`src/rtl/prg_seq.sv`:
```
`default_nettype none
// ============================================================================
// Module   : prg_seq
// Purpose  : Program sequencer for the 4-bit teaching CPU. It runs a
//            fetch/execute cycle, resolves branches, and can run free or
//            step one instruction per button press.
// Revision : 1.0  initial release
// ============================================================================

module prg_seq #(
  parameter int               DIV_W    = 24,
  parameter logic [DIV_W-1:0] TICK_DIV = 24'd10_000_000
) (
  input  logic       CLK,
  input  logic       N_RST,
  input  logic       RUN,
  input  logic       STEP,
  input  logic [7:0] MC_CODE,
  input  logic       CARRY,
  output logic [3:0] PCNT,
  output logic [7:0] IR,
  output logic       EXEC_EN,
  output logic [1:0] STATE
);

  typedef enum logic [1:0] {
    S_IDLE  = 2'b00,
    S_FETCH = 2'b01,
    S_EXEC  = 2'b10
  } state_e;

  localparam logic [3:0]       OP_JMP    = 4'hD;
  localparam logic [3:0]       OP_JNC    = 4'hE;
  localparam logic [DIV_W-1:0] TICK_LAST = TICK_DIV - DIV_W'(1);

  state_e           state_q, state_d;
  logic [3:0]       pc_q, pc_d;
  logic [7:0]       ir_q, ir_d;
  logic [DIV_W-1:0] div_q, div_d;
  logic [2:0]       step_q;
  logic             tick;
  logic             step_edge;
  logic             trigger;
  logic             take_branch;
  logic             exec_en;

  // Run-mode divider: held at zero while stepping, so the first tick after
  // RUN rises comes a full TICK_DIV cycles later.
  always_comb begin
    div_d = div_q;
    tick  = 1'b0;
    if (!RUN) begin
      div_d = '0;
    end else if (div_q == TICK_LAST) begin
      div_d = '0;
      tick  = 1'b1;
    end else begin
      div_d = div_q + DIV_W'(1);
    end
  end

  // Flops reset to 1 so a button held through reset release is not a press.
  always_ff @(posedge CLK or negedge N_RST) begin
    if (!N_RST) begin
      step_q <= 3'b111;
    end else begin
      step_q <= {step_q[1:0], STEP};
    end
  end

  assign step_edge   = step_q[1] & ~step_q[2];
  assign trigger     = RUN ? tick : step_edge;
  assign take_branch = (ir_q[7:4] == OP_JMP) ||
                       ((ir_q[7:4] == OP_JNC) && !CARRY);

  always_comb begin
    state_d = state_q;
    pc_d    = pc_q;
    ir_d    = ir_q;
    exec_en = 1'b0;
    case (state_q)
      S_IDLE: begin
        if (trigger) begin
          state_d = S_FETCH;
        end
      end
      S_FETCH: begin
        ir_d    = MC_CODE;
        state_d = S_EXEC;
      end
      S_EXEC: begin
        exec_en = 1'b1;
        state_d = S_IDLE;
        pc_d    = take_branch ? ir_q[3:0] : pc_q + 4'd1;
      end
      default: begin
        state_d = S_IDLE;
      end
    endcase
  end

  always_ff @(posedge CLK or negedge N_RST) begin
    if (!N_RST) begin
      state_q <= S_IDLE;
      pc_q    <= 4'h0;
      ir_q    <= 8'h00;
      div_q   <= '0;
    end else begin
      state_q <= state_d;
      pc_q    <= pc_d;
      ir_q    <= ir_d;
      div_q   <= div_d;
    end
  end

  // Strobe decoded straight from the state register so reset kills it at once.
  assign EXEC_EN = exec_en;
  assign PCNT    = pc_q;
  assign IR      = ir_q;
  assign STATE   = state_q;

endmodule

`default_nettype wire

```
`config.mk`:
```
export PLATFORM = sky130hd
export DESIGN_NAME = prg_seq
export DESIGN_NICKNAME = d
export VERILOG_FILES = /design/src/rtl/prg_seq.sv
export SDC_FILE = /design/constraint.sdc
export NUM_CORES = 1
export LEC_CHECK = 0
export CAP_MARGIN = 10
export CORE_ASPECT_RATIO = 1.5
export CORE_UTILIZATION = 45
export CTS_CLUSTER_DIAMETER = 150
export DETAILED_ROUTE_END_ITERATION = 10
export MAX_ROUTING_LAYER = met4
export PLACE_DENSITY = 0.68
export SLEW_MARGIN = 10
export SYNTH_ARGS = -nofsm -noshare
export SYNTH_HDL_FRONTEND = slang
export SYNTH_SLANG_ARGS = --single-unit
```
`constraint.sdc`:
```
create_clock -name CLK -period 2.8 [get_ports CLK]
set_input_delay 0.28 -clock CLK [delete_from_list [all_inputs] [get_ports CLK]]
set_output_delay 0.28 -clock CLK [all_outputs]
set_load 0.01 [all_outputs]
```
==> PnR_summary.wiki <==
{| class="wikitable"
! Metric !! Value
|-
| Synthesized Nets || 195
|-
| Synthesized-area fraction occupied by ao, oa, aoi and oai cells || 0.107
|-
| Count of hold buffers inserted by post-cts repair || 0
|-
| Worst setup path endpoint || div_q[20]
|-
| Net load switching power || 0.392 mW
|-
| Max stage delay on crit path || 0.62 ns
|-
| Antenna violations before repair || 0
|-
| CTS Buf Count || 5
|-
| Post-placement setup slack || approximately 0.71 ns
|-
| I/O Buffers || 27
|-
| Number of iterations in the first detailed-routing pass || 4
|-
| Clk_skew || a little over 0.008 ns
|-
| Final instance area || 0.00237 mm2
|-
| Worst relative slew slack || 0.401
|-
| Run status || complete, no violations
|-
| Post-place instance area || roughly 0.0023 mm2
|-
| Core box area || 0.00421 mm2
|-
| Routability Congestion || a little over 0.9
|-
| Ports || 28
|-
| Arrival time worst endpoint || 2.27 ns
|-
| Critical Path Start Type || flop
|-
| Leading cell types in the layout, fill and taps excluded || dfrtp_1 (38), clkdlybuf4s50_1 (26), nor2_1 (13)
|-
| Leakage power of the design || 0.947 nW
|-
| Unrepaired setup endpoints after global routing || false
|-
| Total Negative Setup Slacks || 0 ns
|-
| First-pass GRT wire length || around 6500 um
|-
| Post-synthesis async set-or-reset flop share || 1.00
|-
| Critical R2R Launch || div_q[0]
|-
| Mux share of post-synthesis cell area || 0.0560
|-
| Hold WC Path Type || input pin to asynchronous set/reset pin
|-
| Fraction of power spent switching nets || 0.255
|-
| Post-route DRC || 0
|-
| Endpoint type of the worst setup path || flop
|-
| Actual transition at the worst max-transition pin || between 0.8 and 0.9 ns
|-
| Number of design-rule violations left by the first detailed-router iteration || 65
|-
| Clock transition at the registers of the reported paths || 0.08 ns
|-
| Synthesized area divided by synthesized cell count || 10.9 um2
|-
| Category of the critical setup timing path || flop to flop
|-
| Parity-gate share of the synthesized area counting xor and xnor cells || 0.0490
|-
| Critical path's top delay family || simple AND/OR/NAND/NOR gates
|-
| TritonCTS Sinks || 41
|-
| CTS Root Buffer Type || clkbuf_8
|-
| Via density || roughly 5.7
|-
| Post-detailed-route count of antenna-violating nets || 0
|-
| Total congestion overflow after global routing || 0
|-
| Clk buf depth || 2
|-
| Dpl hpwl || between 2000 and 3000 um
|-
| Adder-cell share of the synthesized area || 0.0127
|-
| Number of nets in the finished design || 225
|-
| CTS tree || done
|-
| WP data required || 3.03 ns
|-
| Commonest non-fill, non-tap cell in the layout || dfrtp_1
|-
| Vias in the first global route || between 1000 and 1500
|-
| Most used flip-flop cell after synthesis || dfrtp_1
|-
| Synthesized netlist cell count || 180
|-
| Global-route usage over all layers || 0.183
|-
| Share of total power in the clock network || 0.319
|-
| Layout cells sized above 1 || 0.152
|-
| Area enclosed by the die boundary || 0.00464 mm2
|-
| Final worst path period share || 0.728
|-
| Clock Latency Late Sink || roughly 0.29 ns
|-
| Fraction of the core area covered by cells at the end of the flow || 0.563
|-
| Die Wd || 56.0 um
|-
| Initial Utilization || 0.467
|-
| Cell count of the worst reg-to-reg path || 5
|-
| Post-cts sizing count || 0
|-
| Synth-to-Final Area Change || 20.6%
|-
| Slowest stage cell on the critical path || or4_4
|-
| Final wirelength || about 3700 um
|-
| H-tree Lvls || 2
|-
| Number of placement rows || 29
|-
| Synth warnings || 0
|-
| Post-CTS setup buffers || 0
|-
| List of cells traversed by the critical path || ha_1 > nand2_1 > or4_4 > or4_1 > a21oi_1
|-
| Launching instance or port of the critical path || div_q[0]
|-
| Peak supply drop || 0.515 mV
|-
| Number of buffers and inverters on the critical path || 0
|-
| Number of stages on the worst setup path || 5
|-
| Power share of the combinational group || 0.213
|-
| Min Tclk post-route || a little over 2 ns
|-
| MaxCap Viol Count || 0
|-
| Reg2reg setup slack || 0.76 ns
|-
| WL/cell || about 14 um
|-
| Basic-gate share of the synthesized area counting and, or, nand and nor cells || 0.215
|-
| WHS || between 0.1 and 0.15 ns
|-
| Post-synthesis sequential area ratio || 0.524
|-
| Synth cell types || 39
|-
| Max-slew violation count || 0
|-
| Setup-violating endpoint count in the final report || 0
|-
| Post-synthesis sequential element count || 41
|-
| Slack of the critical path || about 0.76 ns
|-
| Number of endpoints with negative hold slack in the final report || 0
|-
| Ratio of total power to cell area || 648 mW/mm2
|-
| Sequential cell fraction of total power || 0.468
|-
| Diodes inserted || 0
|-
| CP Max Fanout || 11
|-
| Y dimension of the die || a little over 80 um
|-
| Max Clock Freq || 0.491 GHz
|-
| Worst flop-to-flop path endpoint || div_q[20]
|-
| Internal power contribution || 1.14 mW
|-
| Via Count || about 1500
|-
| EDFF count, synth || 0
|-
| Netlist area before placement || approximately 0.0020 mm2
|-
| Combinational family with the most area after synthesis || simple AND/OR/NAND/NOR gates
|-
| Pin count of the biggest net entering global routing || 42
|}
-- cell usage after synthesis, types with 3 or more instances --
cell	instances	area share
a21oi_1	11	0.028
a21oi_2	4	0.018
and2_1	3	0.0095
buf_6	3	0.017
dfrtp_1	38	0.48
dfstp_2	3	0.040
inv_1	8	0.015
mux2_2	8	0.046
nand2_1	11	0.021
nand3_1	8	0.020
nand4_1	5	0.016
nor2_1	13	0.025
o21ai_0	9	0.023
o31ai_1	3	0.011
or3_1	10	0.032
or4_1	3	0.011
xnor2_1	5	0.022
xor2_1	6	0.027
-- routing by layer --
metal	GRT usage	vias up	share of wire
met5	-	-	0
met4	0.0843	0	0.019
met3	0.0436	6	0.035
met2	0.295	34	0.52
met1	0.213	722	0.42
li1	-	704	-
-- how the worst min path moves through the flow --
stage          slack [ns]        end       from
6_report             0.11    PCNT[2]      N_RST
4_1_cts              0.14    PCNT[2]      N_RST
2_1_floorplan       -0.02      IR[0]      N_RST
5_1_grt              0.18    PCNT[2]      N_RST
3_5_place_dp         0.35  step_q[1]  step_q[0]
3_3_place_gp         0.35  step_q[1]  step_q[0]
-- worst reg2reg max path: cells and delay by family, from the launching register on --
| family | cells | cell delay (ns) |
|---|---|---|
| AOI/OAI and AO/OA | 1 | 0.14 |
| adders and majority gates | 1 | 0.25 |
| and+or+nand+nor | 3 | 1.20 |
| DFF | 1 | 0.39 |
-- cell families after synthesis --
group	Yosys count
flip-flops	41
XOR/XNOR	11
multiplexers	10
adder cells (fa/ha/maj)	2
AND/OR/NAND/NOR	72
AO/OA/AOI/OAI	31
buffers and inverters	13
-- per-stage QoR --
step / total power [mW] / cells
after floorplan: 0.878 / 180
after global placement: 1.05 / 249
after detailed placement: 1.07 / 249
after CTS: 1.56 / 257
after global routing: 1.62 / 257
final: 1.54 / 257
-- registers in the layout, summed over array words and instances, names as in the netlist --
signal  count
PCNT        4
IR          8
step_q      3
div_q      24
STATE       2
-- power by group through the flow --
stage / Clock, mW / Combinational (mW) / Sequential (mW)
detailed placement: 0 / 0.334 / 0.732
CTS: 0.504 / 0.334 / 0.720
floorplan: 0 / 0.128 / 0.750
global route: 0.527 / 0.359 / 0.730
global placement: 0 / 0.324 / 0.728
finish: 0.489 / 0.328 / 0.719
-- final cells by class --
| class | count | area [um2] |
|---|---|---|
| sequential | 41 | 1030 |
| clock buffer | 7 | 86.3 |
| inverter | 8 | 30.0 |
| fill | 369 | 1840 |
| tap | 46 | 57.6 |
| timing repair buffer | 28 | 273 |
| multi-input combinational | 126 | 863 |
| clock inverter | 1 | 30.0 |
Note: power is estimated with default switching activity, not from simulation.
